`src/rtl/treasure_classifier_if.sv`:
```
// rtl/treasure_classifier_if.sv - pixel read stream in, classification result out
interface treasure_classifier_if;
   logic [15:0] PIXEL_IN;
   logic [9:0]  VGA_PIXEL_X;
   logic [9:0]  VGA_PIXEL_Y;
   logic [1:0]  COLOR;
   logic [1:0]  SHAPE;
   logic        RESULT_VALID;

   modport master (
      output PIXEL_IN, VGA_PIXEL_X, VGA_PIXEL_Y,
      input  COLOR, SHAPE, RESULT_VALID
   );

   modport slave (
      input  PIXEL_IN, VGA_PIXEL_X, VGA_PIXEL_Y,
      output COLOR, SHAPE, RESULT_VALID
   );
endinterface

```
`src/rtl/treasure_classifier.sv`:
```
// rtl/treasure_classifier.sv - frame-level colour/shape classifier on the VGA read side
module treasure_classifier #(
   parameter int SCREEN_WIDTH  = 176,
   parameter int SCREEN_HEIGHT = 144,
   parameter int ROW_STEP      = 12,
   parameter int COUNT_THRESH  = 200,
   parameter int WIDTH_TOL     = 3,
   parameter int TREND_MIN     = 3
) (
   input  logic                 CLOCK,
   input  logic                 RESET,
   treasure_classifier_if.slave bus
);
   localparam logic [9:0]         X_LIM  = 10'(SCREEN_WIDTH);
   localparam logic [9:0]         X_LAST = 10'(SCREEN_WIDTH - 1);
   localparam logic [9:0]         Y_LIM  = 10'(SCREEN_HEIGHT);
   localparam logic [9:0]         STEP   = 10'(ROW_STEP);
   localparam logic [14:0]        THRESH = 15'(COUNT_THRESH);
   localparam logic signed [8:0]  TOL    = 9'(WIDTH_TOL);
   localparam logic [4:0]         TMIN   = 5'(TREND_MIN);

   typedef enum logic [1:0] {IDLE, ACCUM, DECIDE} state_t;
   state_t state_q, state_d;

   logic [9:0]  px_q, py_q;
   logic [14:0] red_cnt_q, red_cnt_d, blue_cnt_q, blue_cnt_d;
   logic [7:0]  row_w_q, row_w_d, prev_w_q, prev_w_d;
   logic [4:0]  inc_q, inc_d, dec_q, dec_d, flat_q, flat_d;
   logic        row_end_q, row_end_d;
   logic [1:0]  color_q, color_d, shape_q, shape_d;
   logic        valid_q, valid_d;

   logic        frame_start, frame_end, clear, active, in_win, sampled, is_red, is_blue;
   logic        inc_hit, dec_hit;
   logic signed [8:0] delta;
   logic [1:0]  dec_color, dec_shape;

   function automatic logic [4:0] sat_inc(input logic [4:0] v);
      return (v == 5'd31) ? v : v + 5'd1;
   endfunction

   // px/py line up with PIXEL_IN, which returns one cycle after the address
   assign frame_start = (px_q == 10'd0) && (py_q == 10'd0);
   assign frame_end   = (py_q == Y_LIM);
   assign clear       = frame_start && (state_q != DECIDE);
   assign active      = (state_q == ACCUM) || clear;
   assign in_win      = (px_q < X_LIM) && (py_q < Y_LIM);
   assign sampled     = (py_q % STEP) == 10'd0;
   assign is_red      = (bus.PIXEL_IN == 16'hF800);
   assign is_blue     = (bus.PIXEL_IN == 16'h001F);
   assign delta       = $signed({1'b0, row_w_q}) - $signed({1'b0, prev_w_q});

   always_ff @(posedge CLOCK) begin
      if (RESET) state_q <= IDLE;
      else       state_q <= state_d;
   end

   always_comb begin
      state_d = state_q;
      case (state_q)
         IDLE:    if (frame_start) state_d = ACCUM;
         ACCUM:   if (frame_end)   state_d = DECIDE;
         DECIDE:  state_d = IDLE;
         default: state_d = IDLE;
      endcase
   end

   always_comb begin
      red_cnt_d  = red_cnt_q;
      blue_cnt_d = blue_cnt_q;
      row_w_d    = row_w_q;
      prev_w_d   = prev_w_q;
      inc_d      = inc_q;
      dec_d      = dec_q;
      flat_d     = flat_q;
      row_end_d  = 1'b0;
      if (clear) begin
         red_cnt_d  = '0;
         blue_cnt_d = '0;
         row_w_d    = '0;
         prev_w_d   = '0;
         inc_d      = '0;
         dec_d      = '0;
         flat_d     = '0;
      end else if ((state_q == ACCUM) && row_end_q) begin
         // an empty row stores prev_w=0, which breaks the trend chain
         if ((row_w_q != 8'd0) && (prev_w_q != 8'd0)) begin
            if (delta > TOL)       inc_d  = sat_inc(inc_q);
            else if (delta < -TOL) dec_d  = sat_inc(dec_q);
            else                   flat_d = sat_inc(flat_q);
         end
         prev_w_d = row_w_q;
         row_w_d  = '0;
      end
      if (active && in_win) begin
         if (is_red)  red_cnt_d  = red_cnt_d + 15'd1;
         if (is_blue) blue_cnt_d = blue_cnt_d + 15'd1;
         if (sampled && (is_red || is_blue)) row_w_d = row_w_d + 8'd1;
         row_end_d = sampled && (px_q == X_LAST);
      end
   end

   always_comb begin
      dec_color = 2'b00;
      if ((red_cnt_q >= THRESH) && (red_cnt_q > blue_cnt_q))       dec_color = 2'b01;
      else if ((blue_cnt_q >= THRESH) && (blue_cnt_q > red_cnt_q)) dec_color = 2'b10;
      inc_hit   = (inc_q >= TMIN);
      dec_hit   = (dec_q >= TMIN);
      dec_shape = 2'b00;
      if (dec_color != 2'b00) begin
         if (inc_hit && dec_hit)      dec_shape = 2'b10;
         else if (inc_hit || dec_hit) dec_shape = 2'b01;
         else if (flat_q >= TMIN)     dec_shape = 2'b11;
      end
   end

   // results are loaded on the ACCUM->DECIDE edge so they are valid during DECIDE
   always_comb begin
      valid_d = (state_q == ACCUM) && frame_end;
      color_d = valid_d ? dec_color : color_q;
      shape_d = valid_d ? dec_shape : shape_q;
   end

   always_ff @(posedge CLOCK) begin
      if (RESET) begin
         px_q       <= 10'h3FF;
         py_q       <= 10'h3FF;
         red_cnt_q  <= '0;
         blue_cnt_q <= '0;
         row_w_q    <= '0;
         prev_w_q   <= '0;
         inc_q      <= '0;
         dec_q      <= '0;
         flat_q     <= '0;
         row_end_q  <= 1'b0;
         color_q    <= 2'b00;
         shape_q    <= 2'b00;
         valid_q    <= 1'b0;
      end else begin
         px_q       <= bus.VGA_PIXEL_X;
         py_q       <= bus.VGA_PIXEL_Y;
         red_cnt_q  <= red_cnt_d;
         blue_cnt_q <= blue_cnt_d;
         row_w_q    <= row_w_d;
         prev_w_q   <= prev_w_d;
         inc_q      <= inc_d;
         dec_q      <= dec_d;
         flat_q     <= flat_d;
         row_end_q  <= row_end_d;
         color_q    <= color_d;
         shape_q    <= shape_d;
         valid_q    <= valid_d;
      end
   end

   assign bus.COLOR        = color_q;
   assign bus.SHAPE        = shape_q;
   assign bus.RESULT_VALID = valid_q;
endmodule
```
`src/flat_wrapper.sv`:
```
// flat-port wrapper written by rule: the top's interface ports become plain ports
module treasure_classifier_flat 
#(
   parameter int SCREEN_WIDTH  = 176,
   parameter int SCREEN_HEIGHT = 144,
   parameter int ROW_STEP      = 12,
   parameter int COUNT_THRESH  = 200,
   parameter int WIDTH_TOL     = 3,
   parameter int TREND_MIN     = 3
)
  (CLOCK, RESET, bus_PIXEL_IN, bus_VGA_PIXEL_X, bus_VGA_PIXEL_Y, bus_COLOR, bus_SHAPE, bus_RESULT_VALID);
  treasure_classifier_if bus_i ();
  input  logic CLOCK;
  input  logic RESET;
  input wire logic [$bits(bus_i.PIXEL_IN)-1:0] bus_PIXEL_IN;
  input wire logic [$bits(bus_i.VGA_PIXEL_X)-1:0] bus_VGA_PIXEL_X;
  input wire logic [$bits(bus_i.VGA_PIXEL_Y)-1:0] bus_VGA_PIXEL_Y;
  output wire logic [$bits(bus_i.COLOR)-1:0] bus_COLOR;
  output wire logic [$bits(bus_i.SHAPE)-1:0] bus_SHAPE;
  output wire logic [$bits(bus_i.RESULT_VALID)-1:0] bus_RESULT_VALID;
  assign bus_i.PIXEL_IN = bus_PIXEL_IN;
  assign bus_i.VGA_PIXEL_X = bus_VGA_PIXEL_X;
  assign bus_i.VGA_PIXEL_Y = bus_VGA_PIXEL_Y;
  assign bus_COLOR = bus_i.COLOR;
  assign bus_SHAPE = bus_i.SHAPE;
  assign bus_RESULT_VALID = bus_i.RESULT_VALID;
  treasure_classifier #(.SCREEN_WIDTH(SCREEN_WIDTH), .SCREEN_HEIGHT(SCREEN_HEIGHT), .ROW_STEP(ROW_STEP), .COUNT_THRESH(COUNT_THRESH), .WIDTH_TOL(WIDTH_TOL), .TREND_MIN(TREND_MIN)) u_core (.CLOCK(CLOCK), .RESET(RESET), .bus(bus_i));
endmodule
```
`config.mk`:
```
export PLATFORM = sky130hd
export DESIGN_NAME = treasure_classifier_flat
export DESIGN_NICKNAME = d
export VERILOG_FILES = /design/src/rtl/treasure_classifier_if.sv /design/src/rtl/treasure_classifier.sv /design/src/flat_wrapper.sv
export SDC_FILE = /design/constraint.sdc
export NUM_CORES = 1
export LEC_CHECK = 0
export ABC_CLOCK_PERIOD_IN_PS = 3300
export BUFFER_PORTS_ARGS = -buffer_cell sky130_fd_sc_hd__buf_2
export CAP_MARGIN = 0
export CORE_ASPECT_RATIO = 0.75
export CORE_MARGIN = 1.5
export CORE_UTILIZATION = 54
export CTS_CLUSTER_SIZE = 25
export DETAILED_ROUTE_END_ITERATION = 16
export PLACE_DENSITY = 0.76
export SLEW_MARGIN = 40
export SYNTH_ARGS = -nofsm -noshare
export SYNTH_HDL_FRONTEND = slang
export SYNTH_SLANG_ARGS = --single-unit
```
`constraint.sdc`:
```
create_clock -name CLOCK -period 3.3 [get_ports CLOCK]
set_input_delay 0.33 -clock CLOCK [delete_from_list [all_inputs] [get_ports CLOCK]]
set_output_delay 0.33 -clock CLOCK [all_outputs]
set_load 0.005 [all_outputs]
```
; ---- Word-level counts from Yosys, hierarchy flattened
; Index checks and enable logic that the tools add are counted.
; Widths: inputs -> output; s select.
[classes]
addsub = 7
n_div = 1
magnitude_cmp = 11
eq_ne = 11
n_mux = 19
bitwise_logic = 6
n_reduce_logical = 28
[op_table]
columns = operator, n
row1 = $mux 15, 6
row2 = $mux 8, 4
row3 = $add 15x1->15 const B, 2
row4 = $ge 15x8->1 const B, 2
row5 = $gt 15x15->1, 2
row6 = $logic_not 10->1, 3
row7 = $eq 10x8->1 const B, 2
row8 = $lt 10x8->1 const B, 2
row9 = $eq 16x16->1 const B, 1
row10 = $eq 16x5->1 const B, 1
row11 = $mux 2, 8
row12 = $reduce_bool 8->1, 2
row13 = $add 5x1->5 const B, 3
row14 = $eq 5x5->1 const B, 3
row15 = $ge 5x2->1 const B, 3
row16 = $logic_and 1x1->1, 12
row17 = $mod 10x4->10 const B, 1
row18 = $reduce_and 5->1, 2
row19 = $gt 9x3->1 const B, 1
row20 = $lt 9x3->1 const B, 1
row21 = $sub 8x8->9, 1
row22 = $add 8x1->8 const B, 1
row23 = $not 1->1, 6
row24 = $ne 2x1->1 const B, 2
row25 = 9 further kinds, 12
[totals]
regBits = 89
out_inout_bits = 5

; ---- Logic depth before layout (Yosys ltp)
; Gate-level depths: netlist of the first run.
[logic_depth]
ltp_word = 7
depth_mapped = 14
ltp_nobuf = 12

; ---- Worst setup path after synthesis of the first run
; Ideal clock, no wire load.
[synth_timing]
kind = reg2reg
startpoint = register u_core.row_w_q[0]
endpoint = register u_core.flat_q[3]
t_arrival_ps = 3024
t_required_ps = 3233
slack_ps = 208
path_stages_with_launch = 13
n_path_buf = 0
path_cell_list = dfxtp_1 -> inv_1 -> ha_1 -> inv_1 -> fa_1 -> a211oi_1 -> nor2_1 -> xnor2_1 -> or4_1 -> and4bb_1 -> mux2i_2 -> or4_4 -> a21oi_2
[synth_via]
elab_chain_cells = 4
[synth_lines]
columns = element, line_no
row1 = from (decl), treasure_classifier.sv:27  ; logic [7:0] row_w_q, row_w_d, prev_w_q, prev_w_d;
row2 = from (signal assigned), treasure_classifier.sv:144  ; row_w_q <= row_w_d;
row3 = $sub 8x8->9, treasure_classifier.sv:51  ; assign delta = $signed({1'b0, row_w_q}) - $signed({1'b0, prev_w_q});
row4 = $gt 9x3->1 or $lt 9x3->1 (tied branches), "treasure_classifier.sv:88, treasure_classifier.sv:89"
row5 = $not 1->1 (no source line), n/a
row6 = $reduce_and 5->1 (no source line) (*), n/a
row7 = to (signal assigned), treasure_classifier.sv:148  ; flat_q <= flat_d;
row8 = to (decl), treasure_classifier.sv:28  ; logic [4:0] inc_q, inc_d, dec_q, dec_d, flat_q, flat_d;
; Every way passes the cells marked *; elsewhere a longest branch is shown, timed or not.
; A chain may end at the register's enable or synchronous reset.

; ---- Worst setup path after layout of the first run
[layout_timing]
startpoint = register u_core.prev_w_q[0]
endpoint = register u_core.flat_q[2]
[layout_via]
elab_chain_cells = 4
[layout_lines]
columns = element, line_no
row1 = from (decl), treasure_classifier.sv:27
row2 = from (signal assigned), treasure_classifier.sv:145  ; prev_w_q <= prev_w_d;
row3 = $sub 8x8->9, treasure_classifier.sv:51
row4 = $gt 9x3->1 or $lt 9x3->1 (tied branches), "treasure_classifier.sv:88, treasure_classifier.sv:89"
row5 = $not 1->1 (no source line), n/a
row6 = $reduce_and 5->1 (no source line) (*), n/a
; Marks and branches as above.

==> results of run 1 <==
## critical path: stages (launching register included)
cell and delay [ns]:
dfxtp_4 0.37, ha_4 0.14, inv_1 0.05, fa_2 0.47, a211oi_2 0.27, nor2_1 0.08, xnor2_1 0.14, or4_1 0.47
and4bb_2 0.38, mux2i_4 0.11, or4_1 0.43, a21oi_1 0.15
## power breakdown
| part | leakage, uW | switching, uW | internal (uW) |
|---|---|---|---|
| logic | 0.00142 | 42.1 | 41.2 |
| registers | 0.000723 | 16.3 | 1090 |
| clock network | 0.000135 | 411 | 608 |
## path summary, 6_finish.rpt
path	start	endpoint	slack (ns)	depth (start not counted)
setup / recovery	u_core.prev_w_q[0]	u_core.flat_q[2]	0.18	11
hold / removal	bus_VGA_PIXEL_Y[5]	u_core.py_q[5]	0.17	2
setup reg to reg	u_core.prev_w_q[0]	u_core.flat_q[2]	0.18	11
hold reg to reg	u_core.bus.SHAPE[0]	u_core.bus.SHAPE[0]	0.45	2
## through the flow
stage,area [um^2],worst slack (ns)
floorplan,5137,0.2084
global placement,5485,0.1401
detailed placement,5485,0.02855
CTS,5784,0.01290
global route,5864,-0.001030
finish,5864,0.1758
## synthesized netlist by cell type (all sizes together), types with 2 or more instances
cell,n
nand3,28
a21oi,45
nand2,50
or4b,2
or2,22
nor2b,6
a21boi,2
nor3b,4
o31ai,4
or4,9
xnor2,19
nor4,14
nand4,16
and3,12
a211oi,6
o2111ai,3
or3,15
nor3,12
or4bb,2
buf,5
nor4b,2
a2111oi,3
clkbuf,18
ha,32
o21ai,29
dfxtp,89
xor2,15
o21a,4
mux2i,10
o211ai,2
nand3b,6
nand2b,8
and4,3
inv,34
and2,8
o311ai,3
a21o,6
a31oi,3
nor2,56
o22ai,3
## cell type report
class / count / area share (%)
Clock buffer: 12 / 4.203
Clock inverter: 4 / 0.8961
Inverter: 34 / 2.176
Multi-Input combinational cell: 478 / 54.56
Sequential cell: 89 / 30.45
Tap cell: 128 / 2.731
Timing Repair Buffer: 53 / 4.993
## sequential cells by signal, indices dropped and copies added (netlist names), 5 cells and up
signal             count
u_core.blue_cnt_q     15
u_core.dec_q           5
u_core.flat_q          5
u_core.inc_q           5
u_core.prev_w_q        8
u_core.px_q           10
u_core.py_q           10
u_core.red_cnt_q      15
u_core.row_w_q         8
## kinds of logic after synthesis
kind of cell    count (synthesis)
xor+xnor                       34
simple gates                  280
fa+ha+maj                      33
compound gates                120
flops                          89
mux                            10
buf+inv                        57
## metal layers
| metal | GRT usage, % | vias to the layer above | wire, um |
|---|---|---|---|
| met3 | 5.289 | 8 | 501 |
| met5 | 0 | - | 0 |
| met1 | 33.22 | 2183 | 5602 |
| li1 | - | 2323 | - |
| met2 | 42.23 | 112 | 5406 |
| met4 | 5.987 | 0 | 61 |
## repair_timing
item | 4_1_cts | 5_1_grt
buffers inserted | 0 | 1
endpoints found under the setup margin | 0 | 7
gates resized for setup | 0 | 13
==> metrics.md, run 1 <==
| Metric | Value |
|---|---|
| Outcome | `completed` |
| CP arrival | `3.40 ns` |
| Routed vias | `4626` |
| Mux share of post-synthesis cell area | `2.021%` |
| Netlist cell types | `66` |
| Overall power | `2205 uW` |
| Synthesized netlist cell count | `623` |
| Synth Area per Inst | `8.246 um^2` |
| Crit path kind | `flip-flop to flip-flop` |
| Sink Count | `89` |
| Most used DFF post-synth | `dfxtp_1` |
| Area occupied by multi-input gates | `3199 um^2` |
| # DRC | `0` |
| Mapped Area | `5137 um^2` |
| GR Util All Layers | `25.13%` |
| Number of flops mapped to enable cells by yosys | `0` |
| Worst-skew pair later-pin latency | `0.34 ns` |
| Worst-path clk slew | `0.06 ns` |
| Total negative slack | `0 ns` |
| Number of hold buffers added after CTS | `0` |
| First-pass GRT wire length | `20330 um` |
| Post-route ant nets | `0` |
| Simple-Gate Fraction of Synth Area | `29.88%` |
| Synth Register Bits | `89` |
| Layout overhead on the synthesized area | `14.15%` |
| Tmin final | `3.124 ns` |
| Fin util | `64.03%` |
| Fillcell total | `832` |
| Relative slew margins | `51.33%` |
| DR pass1 iterations | `5` |
| Critical Path Start Type | `flip-flop` |
| DP Cell Count | `780` |
| # rows | `30` |
| Share of cells above drive strength 1 | `17.16%` |
| F_max | `0.3201 GHz` |
| Routed WL | `11570 um` |
| Post-synthesis sequential area ratio | `34.68%` |
| Synth area leaders | `dfxtp_1 (35%), ha_1 (7.8%), a21oi_1 (4.2%), nor2_1 (4.0%), nand2_1 (3.7%)` |
| CTS tree | `built` |
| Routed len/inst | `14.50 um` |
| Yosys warns | `0` |
| CP endpoint kind | `flip-flop` |
| Leakage | `0.002281 uW` |
| Synth Area in Compound Gates | `15.05%` |
| Global placement routability congestion | `0.9054` |
| Post-DP HPWL | `8434 um` |
| Die Wd | `115.6 um` |
| Worst Tran Pin Value | `0.7300 ns` |
| H-tree depth | `3` |
| Mapped Nets | `694` |
| Largest family of logic cells by synthesized area | `simple AND/OR/NAND/NOR gates` |
| IO Count | `43` |
| Setup Skew | `0.007529 ns` |
| Most frequent cells in the layout | `dfxtp_1 (88), nor2_1 (55), nand2_1 (50), a21oi_1 (43), buf_2 (42)` |
| Hold_ws | `0.1687 ns` |
| I/O Buffers | `42` |
| Diode count | `0` |
| CTS Buffer Depth | `2` |
| Number of setup violations in the final report | `0` |
| Synth Area in Adders | `8.183%` |
| CP required | `3.57 ns` |
| Fin crit share | `94.67%` |
| Die Height | `87.47 um` |
| Commonest non-fill, non-tap cell in the layout | `dfxtp_1` |
| Yosys top cell area share | `34.68%` |
| DR vias/cell | `5.797` |
| Pwr Density | `376.0 nW/um^2` |
| Drt first-iter violations | `411` |
| Slew Limit Fails | `0` |
| Nets | `736` |
| Worst-path fanout max | `6` |
| Gr ovfl total | `0` |
| Final Hold Fails | `0` |
| Clock buffer count from CTS | `9` |
| Initial antenna violation count | `0` |
| MaxCap Viol Count | `0` |
| Worst VDD drop | `325.2 uV` |
| Die area | `10110 um^2` |
| Pin count of the biggest net entering global routing | `43` |
| Register area | `1785 um^2` |
| Root Driver | `clkbuf_16` |
| Worst hold-check path type | `input port to flip-flop` |
| Vias in the first global route | `4456` |
| Post-synth ARST share | `0%` |
| Post-Synth XOR/XNOR Area | `5.796%` |
| CORE AREA | `9159 um^2` |
| Initial core utilization | `56.09%` |
| Post-synth top area cell | `dfxtp_1` |
| Non-Filler Instances | `798` |
Note: power is estimated with default switching activity, not from simulation.
==> inputs of run 2 (changes only) <==
--- a/config.mk
+++ b/config.mk
@@ -14,6 +14,7 @@
 export CTS_CLUSTER_SIZE = 25
 export DETAILED_ROUTE_END_ITERATION = 16
 export PLACE_DENSITY = 0.76
+export RECOVER_POWER = 50
 export SLEW_MARGIN = 40
 export SYNTH_ARGS = -nofsm -noshare
 export SYNTH_HDL_FRONTEND = slang
==> metrics.md, run 2 (synthesis results as in run 1) <==
| Metric | Value |
|---|---|
| Root Driver | `clkbuf_16` |
| Die Wd | `115.6 um` |
| Outcome | `complete, but fails checks` |
| I/O Buffers | `42` |
| CORE AREA | `9159 um^2` |
| # rows | `30` |
| Worst path top cell family by delay | `simple AND/OR/NAND/NOR gates` |
| Initial core utilization | `56.09%` |
| Tmin final | `3.122 ns` |
| Number of hold buffers added after CTS | `0` |
| Leakage | `0.002255 uW` |
| CTS tree | `built` |
| Post-route cell area | `5844 um^2` |
| Most frequent cells in the layout | `dfxtp_1 (88), nor2_1 (55), nand2_1 (50), a21oi_1 (43), buf_2 (37)` |
| Biggest regs | `u_core.blue_cnt_q (15), u_core.red_cnt_q (15)` |
| Relative slew margins | `-5.012%` |
| Worst VDD drop | `325.0 uV` |
| Pint | `1735 uW` |
| Post-DP HPWL | `8434 um` |
| CP required | `3.57 ns` |
| Crit-path cells | `ha_4 > inv_1 > fa_2 > a211oi_2 > nor2_1 > xnor2_1 > or4_1 > and4bb_2 > mux2i_4 > or4_1 > a21oi_1` |
| Most common cell on crit path | `or4_1` |
| Worst-path fanout max | `6` |
| Number of setup violations in the final report | `0` |
| Pin count of the biggest net entering global routing | `43` |
| Nets | `736` |
| H-tree depth | `3` |
| Commonest non-fill, non-tap cell in the layout | `dfxtp_1` |
| Fillcell total | `841` |
| Worst-skew pair later-pin latency | `0.34 ns` |
| Area after DPL | `5485 um^2` |
| Slew Limit Fails | `43` |
| Pwr Density | `376.8 nW/um^2` |
| IO Count | `43` |
| DR pass1 iterations | `5` |
| Clock buffer count from CTS | `9` |
| DP Cell Count | `780` |
| Die Height | `87.47 um` |
| Sequential share of power | `50.1%` |
| Drt first-iter violations | `407` |
| First-pass GRT wire length | `20330 um` |
| F_max | `0.3203 GHz` |
| NetSw | `466.6 uW` |
| DR vias/cell | `5.786` |
| Share of cells above drive strength 1 | `15.97%` |
| Global placement routability congestion | `0.9054` |
| Worst-path clk slew | `0.06 ns` |
| Worst hold-check path type | `input port to flip-flop` |
| Fin crit share | `94.61%` |
| Combinational share of power | `3.8%` |
| Critical Path Start Type | `flip-flop` |
| Crit path kind | `flip-flop to flip-flop` |
| Vias in the first global route | `4456` |
| Final Hold Fails | `0` |
| Routed vias | `4617` |
| Worst Tran Pin Value | `1.575 ns` |
| Layout overhead on the synthesized area | `13.76%` |
| Routed len/inst | `14.53 um` |
| Die area | `10110 um^2` |
| MaxCap Viol Count | `1` |
| Setup Skew | `0.007242 ns` |
| CP peak stage delay | `0.47 ns` |
| # DRC | `0` |
| Post-route ant nets | `0` |
| CTS Buffer Depth | `2` |
| Diode count | `0` |
| CP arrival | `3.39 ns` |
| CP endpoint kind | `flip-flop` |
| Gr ovfl total | `0` |
| Failing checks | `capacitance limit, slew limit` |
| Worst path slowest cell | `fa_2` |
| Non-Filler Instances | `798` |
| GR Util All Layers | `25.13%` |
| Initial antenna violation count | `0` |
| Sink Count | `89` |
| Clock group share of total power | `46.2%` |
| Switching share of power | `21.19%` |
| Routed WL | `11590 um` |
| WP buf/inv | `1` |
run 2: cell types whose count changed in the layout (fill, tap and decap cells not counted), sizes merged:
cell / change
buf: -6
clkbuf: +6
run 2: worst reg2reg max path: cells and delay by family, from the launching register on:
family                   cells  cell delay (ns)
AND/OR/NAND/NOR              4             1.36
adder cells (fa/ha/maj)      2             0.61
AO/OA/AOI/OAI                2             0.42
flip-flops                   1             0.37
XOR/XNOR                     1             0.14
multiplexers                 1             0.11
buffers and inverters        1             0.05
run 2: final cells by class:
cell class	count	area [um^2]	share of cell area, %
Multi-Input combinational cell	478	3189	54.57
Timing Repair Buffer	53	282.8	4.838
Sequential cell	89	1785	30.55
Tap cell	128	160.2	2.740
Clock inverter	4	52.55	0.8992
Inverter	34	127.6	2.184
Clock buffer	12	246.5	4.218
run 2: routing by layer:
metal / routed length (um) / part of all wire (%) / GRT usage (%)
met1: 5630 / 49 / 33.22
met2: 5417 / 47 / 42.23
met3: 482 / 4.2 / 5.289
met4: 61 / 0.53 / 5.987
met5: 0 / 0 / 0
run 2: through the flow:
step	util, %	hold WS [ns]	worst slack [ns]	setup TNS, ns	total power [uW]
5_1_grt	63.81	0.1593	-0.001030	-0.001030	2283
2_1_floorplan	-	0.4223	0.2084	0	1176
3_5_place_dp	59.89	0.4419	0.02855	0	1210
6_report	63.81	0.1696	0.1779	0	2202
4_1_cts	63.16	0.1585	0.01290	0	2227
3_3_place_gp	59.89	0.4475	0.1401	0	1206
run 2: path summary, 6_finish.rpt:
kind                                     startpoint             endpoint  slack (ns)  depth (start not counted)
worst max-delay path             u_core.prev_w_q[0]     u_core.flat_q[2]        0.18                         11
worst min-delay path             bus_VGA_PIXEL_X[4]       u_core.px_q[4]        0.17                          2
worst min register to register  u_core.bus.SHAPE[0]  u_core.bus.SHAPE[0]        0.46                          2
worst max register to register   u_core.prev_w_q[0]     u_core.flat_q[2]        0.18                         11
run 2: timing repair:
| action | CTS | global route |
|---|---|---|
| endpoints found under the setup margin | 0 | 7 |
| gates resized for setup | 0 | 13 |
| setup buffers | 0 | 1 |
run 2: power by group through the flow:
stage / Combinational, uW / Clock (uW) / Sequential [uW]
after floorplan: 58.4 / 0 / 1120
after global placement: 79.6 / 0 / 1130
after detailed placement: 83.0 / 0 / 1130
after CTS: 83.4 / 1040 / 1100
after global routing: 93.2 / 1090 / 1100
final: 83.1 / 1020 / 1100
==> inputs of run 3 (changes only) <==
--- a/config.mk
+++ b/config.mk
@@ -13,8 +13,8 @@
 export CORE_UTILIZATION = 54
 export CTS_CLUSTER_SIZE = 25
 export DETAILED_ROUTE_END_ITERATION = 16
+export MAX_ROUTING_LAYER = met4
 export PLACE_DENSITY = 0.76
-export RECOVER_POWER = 50
 export SLEW_MARGIN = 40
 export SYNTH_ARGS = -nofsm -noshare
 export SYNTH_HDL_FRONTEND = slang
==> constraint.sdc (replaced) <==
create_clock -name CLOCK -period 3.3 [get_ports CLOCK]
set_input_delay 0.495 -clock CLOCK [delete_from_list [all_inputs] [get_ports CLOCK]]
set_output_delay 0.495 -clock CLOCK [all_outputs]
set_load 0.005 [all_outputs]
==> metrics.md, run 3 (synthesis results as in run 1) <==
| Metric | Value |
|---|---|
| Outcome | `completed` |
| Global placement routability congestion | `0.9172` |
| Layout overhead on the synthesized area | `13.83%` |
| Gr ovfl total | `0` |
| Commonest non-fill, non-tap cell in the layout | `dfxtp_1` |
| Hold Path Depth | `2` |
| # DRC | `0` |
| Initial core utilization | `56.09%` |
| Post-route ant nets | `0` |
| Crit path kind | `flip-flop to flip-flop` |
| Relative slew margins | `52.47%` |
| H-tree depth | `3` |
| Clock group share of total power | `46.5%` |
| Tmin final | `3.148 ns` |
| Cells on worst reg2reg path | `12` |
| Diode count | `0` |
| Root Driver | `clkbuf_16` |
| Worst-path clk slew | `0.06 ns` |
| First-pass GRT wire length | `20730 um` |
| Pwr Density | `378.9 nW/um^2` |
| Routed vias | `4604` |
| Vias in the first global route | `4561` |
| Post-DP HPWL | `8714 um` |
| Critical Path Start Type | `flip-flop` |
| Switching share of power | `20.88%` |
| Met1 usage | `33.05%` |
| Worst-skew pair later-pin latency | `0.34 ns` |
| Sequential share of power | `49.8%` |
| DR pass1 iterations | `7` |
| CTS tree | `built` |
| Worst Tran Pin Value | `0.7129 ns` |
| DP Cell Count | `780` |
| Routed WL | `11730 um` |
| Worst VDD drop | `385.4 uV` |
| GR Util met2 | `44.27%` |
| Slew Limit Fails | `0` |
| Non-Filler Instances | `798` |
| GR Util All Layers | `26.40%` |
| Initial antenna violation count | `0` |
| Drt first-iter violations | `300` |
| Die area | `10110 um^2` |
| IO Count | `43` |
| RSZ-0062 raised after global routing | `true` |
| Nets | `737` |
| DR vias/cell | `5.769` |
| M3 GR Usage | `4.941%` |
| I/O Buffers | `42` |
| Biggest regs | `u_core.blue_cnt_q (15), u_core.red_cnt_q (15)` |
| Leakage | `0.002285 uW` |
| Worst-path fanout max | `6` |
| Sink Count | `89` |
| Routed len/inst | `14.70 um` |
| CTS Buffer Depth | `2` |
| CP arrival | `3.43 ns` |
| MaxCap Viol Count | `0` |
| # rows | `30` |
| Reg-to-reg setup timing slack | `0.15 ns` |
| Post-route cell area | `5848 um^2` |
| Hold endpoint | `u_core.py_q[5]` |
| Critical R2R Launch | `u_core.row_w_q[0]` |
| Number of setup violations in the final report | `0` |
| Worst hold-check path type | `input port to flip-flop` |
| Share of cells above drive strength 1 | `16.87%` |
| CP required | `3.58 ns` |
| Die Wd | `115.6 um` |
| Most frequent cells in the layout | `dfxtp_1 (88), nor2_1 (55), nand2_1 (50), a21oi_1 (43), buf_2 (42)` |
| RR Endpoint | `u_core.flat_q[3]` |
| Gr busiest metal | `met2` |
| NetSw | `462.6 uW` |
| Fin crit share | `95.40%` |
| CP endpoint kind | `flip-flop` |
| HP Start | `bus_VGA_PIXEL_Y[5]` |
| Die Height | `87.47 um` |
| CORE AREA | `9159 um^2` |
| Setup Skew | `0.005394 ns` |
| Pin count of the biggest net entering global routing | `43` |
| Pint | `1753 uW` |
| Clock buffer count from CTS | `9` |
| Combinational share of power | `3.7%` |
| Area after DPL | `5485 um^2` |
| Final Hold Fails | `0` |
| F_max | `0.3177 GHz` |
==> run 3: cell types whose count changed in the layout (fill, tap and decap cells not counted), sizes merged <==
| cell | before | now |
|---|---|---|
| buf | 47 | 55 |
| clkbuf | 18 | 13 |
| clkinvlp | 3 | 1 |
| mux2i | 11 | 10 |
==> run 3: routing by layer <==
metal | wire length, um | part of all wire, %
met4 | 127 | 1.1
met1 | 5615 | 48
met3 | 538 | 4.6
met2 | 5446 | 46
met5 | 0 | 0
==> run 3: how the worst max path moves through the flow <==
stage,from,to,slack (ns)
final,u_core.row_w_q[0],u_core.flat_q[3],0.15
after global routing,u_core.row_w_q[0],u_core.flat_q[3],-0.04
after CTS,u_core.prev_w_q[0],u_core.flat_q[3],0.05
after detailed placement,u_core.prev_w_q[0],u_core.flat_q[3],0.06
after global placement,u_core.prev_w_q[0],u_core.flat_q[3],0.14
after floorplan,u_core.row_w_q[0],u_core.flat_q[3],0.21
==> run 3: cell type report <==
| type | instances | area (um^2) |
|---|---|---|
| Sequential cell | 89 | 1783 |
| Clock inverter | 2 | 37.54 |
| Clock buffer | 13 | 260.3 |
| Tap cell | 128 | 160.2 |
| Multi-Input combinational cell | 477 | 3172 |
| Inverter | 34 | 127.6 |
| Fill cell | 817 | 3311 |
| Timing Repair Buffer | 55 | 307.8 |
==> run 3: metrics by stage <==
| step | util [%] | TNS (ns) | setup slack, ns | power (uW) | hold WS, ns |
|---|---|---|---|---|---|
| floorplan | - | 0 | 0.2084 | 1176 | 0.4449 |
| global route | 63.85 | -0.09796 | -0.03760 | 2290 | 0.3339 |
| finish | 63.85 | 0 | 0.1519 | 2216 | 0.3318 |
| detailed placement | 59.89 | 0 | 0.05993 | 1210 | 0.4455 |
| global placement | 59.89 | 0 | 0.1399 | 1206 | 0.4464 |
| CTS | 63.14 | 0 | 0.05297 | 2234 | 0.3248 |
==> run 3: power groups by stage <==
stage,clock [uW],sequential [uW],combinational (uW)
2_1_floorplan,0,1120,58.4
3_3_place_gp,0,1130,79.4
3_5_place_dp,0,1130,83.0
4_1_cts,1050,1100,83.4
5_1_grt,1090,1110,93.1
6_report,1030,1100,82.8
==> run 3: worst max-delay path: stages, from the launching register on <==
cell      delay, ns
dfxtp_1        0.32
inv_1          0.05
ha_2           0.18
inv_1          0.06
fa_2           0.47
a211oi_2       0.25
nor2_1         0.09
xnor2_1        0.14
or4_1          0.45
and4bb_2       0.34
mux2i_4        0.10
or4_4          0.50
a21oi_2        0.13
==> run 3: repair_timing <==
item | in CTS | in global routing
setup endpoints to repair | 0 | 4
hold buffers | 0 | 0
resized for setup | 0 | 9
setup buffers | 0 | 3
